File: src/rtl/data_mem_arbiter.sv
// Two-port arbiter (CPU, debug/loader) in front of a single-port 32-word data memory.
// Latency: request sampled in IDLE -> gnt + memory strobe next cycle -> rvalid the cycle after (3 cycles/txn).
// Backpressure: one transaction in flight; a losing requester holds req and is taken at the next IDLE.
//
// Ports:
//   clk, rst_n                 clock, synchronous active-low reset
//   cpu_req/we/addr/wdata      CPU request (held stable until cpu_gnt)
//   cpu_gnt/rvalid/rdata/err   CPU grant pulse, response pulse, read data, out-of-range flag
//   dbg_*                      same set for the debug/loader port
//   mem_addr/wdata             registered memory address and write data
//   mem_write/mem_read         one-cycle memory strobes, asserted only in ACCESS
//   mem_rdata                  combinational read data from memory
module data_mem_arbiter #(
  parameter int ADDR_W       = 5,
  parameter int DATA_W       = 32,
  parameter int CPU_PRIORITY = 0
) (
  input  logic              clk,
  input  logic              rst_n,
  input  logic              cpu_req,
  input  logic              cpu_we,
  input  logic [31:0]       cpu_addr,
  input  logic [DATA_W-1:0] cpu_wdata,
  output logic              cpu_gnt,
  output logic              cpu_rvalid,
  output logic [DATA_W-1:0] cpu_rdata,
  output logic              cpu_err,
  input  logic              dbg_req,
  input  logic              dbg_we,
  input  logic [31:0]       dbg_addr,
  input  logic [DATA_W-1:0] dbg_wdata,
  output logic              dbg_gnt,
  output logic              dbg_rvalid,
  output logic [DATA_W-1:0] dbg_rdata,
  output logic              dbg_err,
  output logic [31:0]       mem_addr,
  output logic [DATA_W-1:0] mem_wdata,
  output logic              mem_write,
  output logic              mem_read,
  input  logic [DATA_W-1:0] mem_rdata
);

  typedef enum logic [1:0] {
    IDLE   = 2'd0,
    ACCESS = 2'd1,
    RESP   = 2'd2
  } state_t;

  localparam logic OWN_CPU = 1'b0;
  localparam logic OWN_DBG = 1'b1;

  state_t            state_q, state_d;
  logic              owner_q;
  logic              last_owner_q;
  logic              we_q;
  logic              err_q;
  logic [DATA_W-1:0] rdata_q;
  logic              pick_dbg;
  logic              any_req;
  logic [31:0]       sel_addr;

  assign any_req  = cpu_req | dbg_req;
  assign sel_addr = pick_dbg ? dbg_addr : cpu_addr;

  // Winner selection. In round-robin mode a tie goes to whoever did not
  // win last; last_owner resets to DBG so the CPU takes the first tie.
  always_comb begin
    pick_dbg = 1'b0;
    if (CPU_PRIORITY != 0) begin
      pick_dbg = dbg_req & ~cpu_req;
    end else begin
      pick_dbg = dbg_req & (~cpu_req | (last_owner_q == OWN_CPU));
    end
  end

  always_ff @(posedge clk) begin
    if (!rst_n) begin
      state_q      <= IDLE;
      owner_q      <= OWN_CPU;
      last_owner_q <= OWN_DBG;
      we_q         <= 1'b0;
      err_q        <= 1'b0;
      mem_addr     <= '0;
      mem_wdata    <= '0;
      rdata_q      <= '0;
    end else begin
      state_q <= state_d;
      if (state_q == IDLE && any_req) begin
        owner_q      <= pick_dbg;
        last_owner_q <= pick_dbg;
        we_q         <= pick_dbg ? dbg_we : cpu_we;
        err_q        <= |sel_addr[31:ADDR_W];
        mem_addr     <= sel_addr;
        mem_wdata    <= pick_dbg ? dbg_wdata : cpu_wdata;
      end
      // Writes and out-of-range accesses return zero read data.
      if (state_q == ACCESS) begin
        rdata_q <= (!we_q && !err_q) ? mem_rdata : '0;
      end
    end
  end

  always_comb begin
    state_d    = state_q;
    cpu_gnt    = 1'b0;
    dbg_gnt    = 1'b0;
    cpu_rvalid = 1'b0;
    dbg_rvalid = 1'b0;
    cpu_rdata  = '0;
    dbg_rdata  = '0;
    cpu_err    = 1'b0;
    dbg_err    = 1'b0;
    mem_write  = 1'b0;
    mem_read   = 1'b0;
    case (state_q)
      IDLE: begin
        if (any_req) state_d = ACCESS;
      end
      ACCESS: begin
        cpu_gnt   = (owner_q == OWN_CPU);
        dbg_gnt   = (owner_q == OWN_DBG);
        mem_write = we_q & ~err_q;
        mem_read  = ~we_q & ~err_q;
        state_d   = RESP;
      end
      RESP: begin
        if (owner_q == OWN_DBG) begin
          dbg_rvalid = 1'b1;
          dbg_rdata  = rdata_q;
          dbg_err    = err_q;
        end else begin
          cpu_rvalid = 1'b1;
          cpu_rdata  = rdata_q;
          cpu_err    = err_q;
        end
        state_d = IDLE;
      end
      default: state_d = IDLE;
    endcase
  end

endmodule

File: config.mk
export PLATFORM = sky130hd
export DESIGN_NAME = data_mem_arbiter
export DESIGN_NICKNAME = d
export VERILOG_FILES = /design/src/rtl/data_mem_arbiter.sv
export SDC_FILE = /design/constraint.sdc
export NUM_CORES = 1
export LEC_CHECK = 0
export CAP_MARGIN = 15
export CORE_AREA = 2 2 119 121
export DETAILED_ROUTE_END_ITERATION = 8
export DIE_AREA = 0 0 121 123
export GPL_TIMING_DRIVEN = 0
export PLACE_DENSITY = 0.77
export SLEW_MARGIN = 20
export SYNTH_ARGS = -nofsm -noshare
export SYNTH_HDL_FRONTEND = slang
export SYNTH_SLANG_ARGS = --single-unit
File: constraint.sdc
create_clock -name clk -period 2.5 [get_ports clk]
set_clock_uncertainty 0.15 [all_clocks]
set_input_delay 0.25 -clock clk [delete_from_list [all_inputs] [get_ports clk]]
set_output_delay 0.25 -clock clk [all_outputs]
set_load 0.1 [all_outputs]
* Yosys cells after proc, flatten, opt, wreduce, memory -nomap -nowiden
Index checks and enable logic that the tools add are counted.
** Word-level totals
- Output and inout bits :: 136
- Logic and storage cells :: 49
- Bits in registers :: 102
- Input port bits :: 166
** Cells by class
- Bitwise gates (word level) :: 10
- Reductions and logical operators :: 6
- Muxes and demuxes :: 22
- Eq/ne operators :: 3
** Operator list (count)
- $mux 32 :: 7
- $reduce_or 27->1 :: 1
- $mux 1 :: 13
- $not 1->1 :: 5
- $pmux 2 s2 :: 1
- $and 1x1->1 :: 3
- $eq 2x1->1 const B :: 1
- $eq 2x2->1 const B :: 1
- $logic_and 1x1->1 :: 2
- $logic_not 1->1 :: 2
- $logic_not 2->1 :: 1
- $mux 2 :: 1
- $ne 2x2->1 const B :: 1
- $or 1x1->1 :: 2

* Longest topological paths before layout
Gate-level depths: netlist (run 1).
- Depth after elaboration :: 5
- Depth in mapped cells :: 6
- Mapped depth without buffers :: 4

* Worst setup path after synthesis (run 1)
OpenSTA, ideal clock, no wires.
- Path kind :: register to output
- Start point :: register state_q[1]
- End point :: output port mem_write
- Arrival :: 3.051 ns
- Buffers on the path :: 2
- Required time :: 2.100 ns
- Stages on the path, launching flop included :: 5
- Setup slack :: -0.951 ns
- Cell sequence :: dfxtp_1 -> nand2b_1 -> buf_2 -> clkbuf_1 -> nor3b_1
** On the way
- Longest elaborated chain between the ends :: 2
** Ends and longest elaborated chain
- from (decl) :: line 52 : state_t state_q, state_d;
- from (signal assigned) :: line 87 : state_q <= state_d;
- $eq 2x1->1 :: line 115 : case (state_q)
- $mux 1 :: line 115
- to (decl) :: line 38 : output logic mem_write,
No other way between the ends.

* Final worst setup path (run 1)
- Start point :: register owner_q
- End point :: output port dbg_rdata[12]
** On the way
- Longest elaborated chain between the ends :: 2
** Ends and longest elaborated chain
- from (decl) :: line 53 : logic owner_q;
- from (signal assigned) :: line 89 : owner_q <= pick_dbg;
- $mux 32 :: line 127 : if (owner_q == OWN_DBG) begin
- $mux 32 :: line 115
- to (decl) :: line 34 : output logic [DATA_W-1:0] dbg_rdata,
No other way between the ends.

==> results of run 1 <==
## worst max-delay path, cell delays in order (launching register included)
cell and delay [ns]:
sky130_fd_sc_hd__dfxtp_1 0.42, sky130_fd_sc_hd__inv_1 0.12, sky130_fd_sc_hd__nor3b_4 0.33, sky130_fd_sc_hd__clkbuf_2 0.25
sky130_fd_sc_hd__and2_1 0.20, sky130_fd_sc_hd__buf_4 0.31
## cells in the mapped netlist, drive strengths merged (2+ instances only)
master	instances	share of area
clkbuf	18	0.014
a22oi	33	0.052
and2	66	0.087
o21ai	5	0.0053
nor3b	3	0.0058
a211oi	65	0.10
mux2i	64	0.14
nand3	3	0.0032
buf	27	0.040
dfxtp	102	0.43
nor4	12	0.016
nor2	106	0.085
nand2	2	0.0016
inv	2	0.0016
## per-stage QoR
step | hold WS (ns) | instance area, um2 | setup WS (ns) | cells
after floorplan | 0.1619 | 4746 | 0.01327 | 518
after global placement | 0.3363 | 7984 | -0.7472 | 999
after detailed placement | 0.3402 | 7984 | -0.8088 | 999
after CTS | 0.3499 | 8157 | 0.002520 | 1015
after global routing | 0.3672 | 8150 | -0.004798 | 1015
final | 0.3478 | 8150 | 0.1321 | 1015
## kinds of logic (layout without fill, tap and decap cells)
group,count (synthesis),after routing
DFF,102,102
buffers and inverters,47,364
muxes,65,65
and+or+nand+nor,196,196
AOI/OAI and AO/OA,108,108
## layer usage
layer / track usage / wire, um / vias up
li1: - / - / 2466
met1: 0.2296 / 6443 / 2368
met2: 0.4456 / 9365 / 236
met3: 0.07057 / 1525 / 27
met4: 0.08503 / 416 / 0
met5: 0 / 0 / -
## sequential cells by signal (all words and copies together), names as in the netlist
name,cells
mem_wdata,32
last_owner_q,1
rdata_q,32
state_q,2
mem_addr,32
err_q,1
owner_q,1
we_q,1
## what timing repair did
| item | 4_1_cts | 5_1_grt |
|---|---|---|
| pin swaps | 0 | 1 |
| endpoints found under the setup margin | 72 | 55 |
| hold buffers | 0 | 0 |
| resized for setup | 353 | 52 |
## final cells by class
cell class	instances	area, um2	area share
clock inverter	2	37.54	0.004605
buffer	45	264.0	0.03239
tap	180	225.2	0.02763
sequential	102	2042	0.2505
multi-input combinational	369	2456	0.3014
clock buffer	14	284.0	0.03485
inverter	2	7.507	0.0009211
timing repair buffer	301	2834	0.3477
## power breakdown
part | internal, mW | switching, mW | total [mW]
logic | 0.655 | 1.41 | 2.07
registers | 1.78 | 0.0943 | 1.87
clock network | 0.887 | 0.592 | 1.48
## final timing paths
| kind | start | to | slack [ns] | depth (start not counted) |
|---|---|---|---|---|
| setup / recovery | owner_q$_SDFFE_PN0P_ | dbg_rdata[12] | 0.13 | 5 |
| hold / removal | mem_addr[0]$_SDFFE_PN0P_ | mem_addr[0]$_SDFFE_PN0P_ | 0.35 | 2 |
| setup reg to reg | state_q[0]$_SDFFE_PN0P_ | err_q$_SDFFE_PN0P_ | 0.69 | 6 |
| hold reg to reg | mem_addr[0]$_SDFFE_PN0P_ | mem_addr[0]$_SDFFE_PN0P_ | 0.35 | 2 |
==> results.md, run 1 <==
Route:
- For this run, design rule violations remaining after detail routing come to 0.
- The iteration-0 DRC count of the detailed router is 162.
- The post-detailed-route count of antenna-violating nets is 0.
- The first-pass iteration count of the detailed router is 4.
- The routed via count divided by cell count is 5.022.
- Summing over every cut layer, the via total after detailed routing is between 5k and 6k.
- The wire length per cell is between 15 and 20 um.
- The total wire length after detailed routing is 17750 um.

Clock network:
- The clock-pin slew reported for the worst setup and hold paths after clock tree synthesis is 0.07 ns.
- The clock reaches the later pin of the worst-skew pair after 0.33 ns.
- The clock sink count is 102.
- The number of buffers on the longest clock path is 2.
- TritonCTS created 9 clock buffers.
- The clock tree from TritonCTS is done.
- The count of buffers added by post-CTS timing repair for setup is 0.
- The cell sitting at the root of the clock tree is a sky130_fd_sc_hd__clkbuf_16.
- The H-tree was split into 3 levels.

Die:
- The floorplan has 43 rows.
- In this run the standard cell core region covers ~14000 um2.
- For this design the top-level I/O count stands at 302.
- The floorplan step defined a die boundary enclosing approximately 15000 um2.
- The initial core utilization is 0.3473.
- The floorplan step set the die height to 123 um.
- The floorplan step set the die width to 121 um.

Logic synthesis:
- The mux cell area share after synthesis is 0.1379.
- The most used flip-flop cell after synthesis is sky130_fd_sc_hd__dfxtp_1.
- After synthesis, the largest family of logic cells by area is simple AND/OR/NAND/NOR gates.
- The cell count after synthesis came out at 518.
- The Yosys step of the flow raised 0 warnings.
- The share of synthesized flip-flops with an asynchronous set or reset is 0.
- Of the total synthesized cell area, the portion taken by AND, OR, NAND and NOR gates is 0.2062.
- The cell area after technology mapping is around 4700 um2.
- Of the total synthesized cell area, the portion taken by full adders, half adders and majority gates is 0.
- In this run, distinct cell masters in the synthesized netlist total 30.
- The complex-gate fraction of the synthesized area is 0.1683.
- The register area share after synthesis is 0.4320.
- The flip-flop and latch count after synthesis is between 100 and 150.
- The number of synthesized flops with an enable pin is 0.
- The share of the synthesized netlist area taken by xor and xnor gates is 0.
- The mean post-synth cell area is 9.126 um2.
- The number of nets in the synthesized netlist is roughly 680.

Layout:
- The diode insertion count for antenna repair is 0.
- The fraction of layout cells with a size suffix above 1 is 0.1641.
- The number of nets in the layout is between 900 and 1k.
- The most common cell after layout, fill and taps aside is sky130_fd_sc_hd__clkdlybuf4s50_1.
- For this run, the share of the core covered by cells in the final layout is 0.5988.
- The layout-stage area growth over the synthesis result is 72.42%.
- The layout has around 1.2k filler cells.
- Leaving out fill and tap cells, the most frequent cells in the layout are sky130_fd_sc_hd__clkdlybuf4s50_1 (229), sky130_fd_sc_hd__nor2_1 (105), sky130_fd_sc_hd__dfxtp_1 (102).

Place:
- Buffers placed on the I/O ports in this run total ~300.
- The half-perimeter wire length of the detailed placement result is 14200 um.
- The congestion estimate from routability-driven global placement came to 0.8805.

Power:
- Across the VDD grid, the largest voltage drop is 0.4945 mV.
- The static power due to leakage is 3.265 nW.
- Summing internal, switching and leakage power gives ~5.4 mW.
- Power spread over the standard cell area amounts to approximately 660 nW/um2.

Min path:
- The path class of the lowest-slack min-delay path is reg2reg.

Timing:
- The measured slew at the worst slew-check pin is 1.042 ns.
- The highest achievable clock rate is 422.3 MHz.
- The number of pins exceeding their max-slew limit in the final report is 0.
- The minimum period implied by the final worst setup slack is 2.368 ns.
- Setup violations remaining at the end of the flow were counted as 0.
- The remaining max-slew budget at the tightest pin is 0.3032.
- The final hold violation count is 0.
- Adding up every negative setup slack in the final design gives 0 ns.
- The fraction of the cycle the final worst path needs is 0.9471.

Worst setup path:
- The worst-path maximum fanout is 10.
- The kind of critical path is reg2out.
- STA puts the critical path data required time at 2.10 ns.
- STA classifies the critical path startpoint as a flip-flop.
- The worst setup path is captured at a primary output.
- STA puts the critical path data arrival time at 1.97 ns.

Global route:
- The number of global-route vias before repair is 5179.
- The number of antenna violations at the first check in global routing is 0.
- The overall track demand over capacity in global routing is 0.2301.
- The wire length of the first global-routing pass is between 20000 and 30000 um.
- The total overflow left after global routing is 0.
- Entering global routing, the biggest net connects 16 pins.

Run status:
- The run finished with clean final reports.

Run:
- Max-cap violations in this run came to 0.
No activity file was read; power rests on OpenSTA's default activity.
==> run 2: changes to the inputs <==
PLACE_DENSITY = 0.87   (was 0.77)
==> run 2 against run 1 <==
- wire length fell by 2.9%
- first-iteration DRC count up 31%
- combinational power about the same
- sequential power about the same
- die area unchanged
- cell count is the same
- hold slack barely moved
- total power up 0.12%
- clock power hardly changed
- design area down 0.11%
- worst setup slack got worse by 0.031 ns
- sequential cell count is the same
- critical endpoint is now dbg_rdata[20]
==> results.md, run 2 (synthesis gave the netlist of run 1 again) <==
Clock network:
- The clock sink count is 102 (unchanged).
- The clock latency on the worst-skew pair is 0.33 ns (about the same).
- The count of buffers added by post-CTS timing repair for setup is 0 (unchanged).
- The number of buffers on the longest clock path was 2 (unchanged).
- The cell at the root of the clock tree is sky130_fd_sc_hd__clkbuf_16 (unchanged).
- The clock-pin slew reported for the worst setup and hold paths after clock tree synthesis is 0.07 ns (about the same).
- The clock tree from TritonCTS is done (unchanged).
- The TritonCTS buffer count came to 9 (unchanged).
- The post-cts hold buffer count came to 0 (unchanged).
- The number of H-tree branching levels is 3 (unchanged).

Global route:
- The number of antenna violations at the first check in global routing is 0 (unchanged).
- The overall track demand over capacity in global routing is 0.2270 (was 0.2301).
- The number of global-route vias before repair is 4939 (was 5179).
- The global-route congestion overflow total is 0 (unchanged).
- The wire length of the first global-routing pass is 25970 um (was 26580 um).
- The maximum number of pins on one net before global-route repair was 17 (was 16).

Worst setup path:
- The critical path arrival was 2.00 ns (was 1.97 ns).
- The required time of the critical path was 2.10 ns (about the same).
- The kind of critical path is reg2out (unchanged).
- The kind of end point of the critical path is a primary output (unchanged).
- The worst reg-to-reg setup slack was 0.70 ns (was 0.69 ns).
- The nature of the critical path startpoint is a flip-flop (unchanged).
- The worst-path maximum fanout is 10 (unchanged).

Die:
- The die outline height is 123 um (unchanged).
- The initial core utilization is 0.3473 (unchanged).
- The top-level port count is 302 (unchanged).
- The row count was 43 (unchanged).
- The die footprint came to 14880 um2 (unchanged).
- The floorplan core area was 13610 um2 (unchanged).
- The floorplan die width is 121 um (unchanged).

Power:
- The static power due to leakage was 3.249 nW (was 3.265 nW).
- The power density over the cells is 666.5 nW/um2 (was 665.0 nW/um2).
- The total power draw is 5.426 mW (was 5.420 mW).
- The largest vdd supply drop is 0.3278 mV (was 0.4945 mV).

Timing:
- The highest achievable clock rate is 416.9 MHz (was 422.3 MHz).
- The remaining max-slew budget at the tightest pin came to 0.3018 (was 0.3032).
- The fraction of the cycle the final worst path needs is 0.9594 (was 0.9471).
- The minimum period implied by the final worst setup slack is 2.398 ns (was 2.368 ns).
- The number of pins exceeding their max-slew limit in the final report was 0 (unchanged).
- Setup repair after global routing could not meet its margin everywhere.
- The measured slew at the worst slew-check pin came to 1.044 ns (was 1.042 ns).
- The final setup violation count was 0 (unchanged).
- The final hold violation count is 0 (unchanged).

Route:
- The first-pass iteration count of the detailed router is 4 (unchanged).
- The sum of routed wire segments on met1 is 6471 um (was 6443 um).
- The iteration-0 DRC count of the detailed router is 213 (was 162).
- The total wire length after detailed routing was 17230 um (was 17750 um).
- The wire length per cell is 16.98 um (was 17.49 um).
- The met2 wirelength from detailed routing is 8956 um (was 9365 um).
- The detailed-route DRC error count came to 0 (unchanged).
- The total number of vias is 4992 (was 5097).
- The highest metal layer with signal wires is met4 (unchanged).
- The met3 wirelength from detailed routing was 1391 um (was 1525 um).
- The routed via count divided by cell count is 4.918 (was 5.022).
- The post-detailed-route count of antenna-violating nets came to 0 (unchanged).

Run status:
- Outcome: complete, no violations (unchanged).

Layout:
- Commonest cells after routing, fill and taps aside: sky130_fd_sc_hd__clkdlybuf4s50_1 (229), sky130_fd_sc_hd__nor2_1 (105), sky130_fd_sc_hd__dfxtp_1 (102) (unchanged).
- The fraction of layout cells with a size suffix above 1 is 0.1605 (was 0.1641).
- The area occupied by multi-input gates came to 2450 um2 (was 2456 um2).
- The register area is 2042 um2 (unchanged).
- The area of all placed cells without fillers is 8142 um2 (was 8150 um2).
- Largest registers: mem_addr x32, mem_wdata x32, rdata_q x32 (unchanged).
- The filler cell count in the final layout is 1227 (was 1233).
- The post-route non-filler standard cell count is 1015 (unchanged).
- The most common cell after layout, fill and taps aside is sky130_fd_sc_hd__clkdlybuf4s50_1 (unchanged).
- The number of nets in the layout is 996 (unchanged).
- The layout-stage area growth over the synthesis result is 72.23% (was 72.42%).
- The diode insertion count for antenna repair is 0 (unchanged).

Place:
- The final estimated routing congestion in global placement is 0.8644 (was 0.8805).
- The number of placed cells counting well taps came to 999 (unchanged).
- The half-perimeter wire length of the detailed placement result was 14060 um (was 14200 um).
- The number of port buffers is 301 (unchanged).
- The total placed instance area is 7984 um2 (unchanged).

Min path:
- The path class of the lowest-slack min-delay path was reg2reg (unchanged).

Run:
- The total of max-cap violations is 0 (unchanged).
run 2: critical path, stage by stage (launching register included):
cell and delay (ns):
sky130_fd_sc_hd__dfxtp_1 0.41, sky130_fd_sc_hd__inv_1 0.11, sky130_fd_sc_hd__nor3b_4 0.35, sky130_fd_sc_hd__clkbuf_1 0.31, sky130_fd_sc_hd__and2_1 0.20, sky130_fd_sc_hd__buf_4 0.29
run 2: area by class of cell:
type	instances	area share
tap	180	0.02766
multi-input combinational	369	0.3009
clock inverter	5	0.01030
buffer	45	0.03212
timing repair buffer	301	0.3487
sequential	102	0.2508
inverter	2	0.0009221
clock buffer	11	0.02858
run 2: path summary, 6_finish.rpt:
kind	start	endpoint	cells after the start
setup / recovery	owner_q$_SDFFE_PN0P_	dbg_rdata[20]	5
hold / removal	mem_wdata[9]$_SDFFE_PN0P_	mem_wdata[9]$_SDFFE_PN0P_	2
setup reg to reg	state_q[0]$_SDFFE_PN0P_	mem_wdata[20]$_SDFFE_PN0P_	6
hold reg to reg	mem_wdata[9]$_SDFFE_PN0P_	mem_wdata[9]$_SDFFE_PN0P_	2
run 2: power by group:
part / switching (mW) / internal, mW
combinational: 1.40 / 0.653
sequential: 0.0929 / 1.78
clock: 0.617 / 0.881
run 2: what timing repair did:
item,CTS,global route
gates resized for setup,354,43
setup endpoints to repair,72,46
gates cloned,0,0
run 2: per-layer routing:
layer | vias up | GRT usage
met5 | - | 0
met3 | 27 | 0.05858
met2 | 231 | 0.4319
met4 | 0 | 0.07776
met1 | 2275 | 0.2419
li1 | 2459 | -
run 2: through the flow:
step | utilization | setup TNS (ns) | hold WS, ns | worst slack (ns)
6_report | 0.5981 | 0 | 0.3480 | 0.1016
4_1_cts | 0.5988 | 0 | 0.3492 | 0.004156
5_1_grt | 0.5981 | -0.01771 | 0.3668 | -0.01771
2_1_floorplan | - | 0 | 0.1619 | 0.01327
3_3_place_gp | 0.5865 | -28.09 | 0.3346 | -0.6283
3_5_place_dp | 0.5865 | -29.52 | 0.3399 | -0.6537
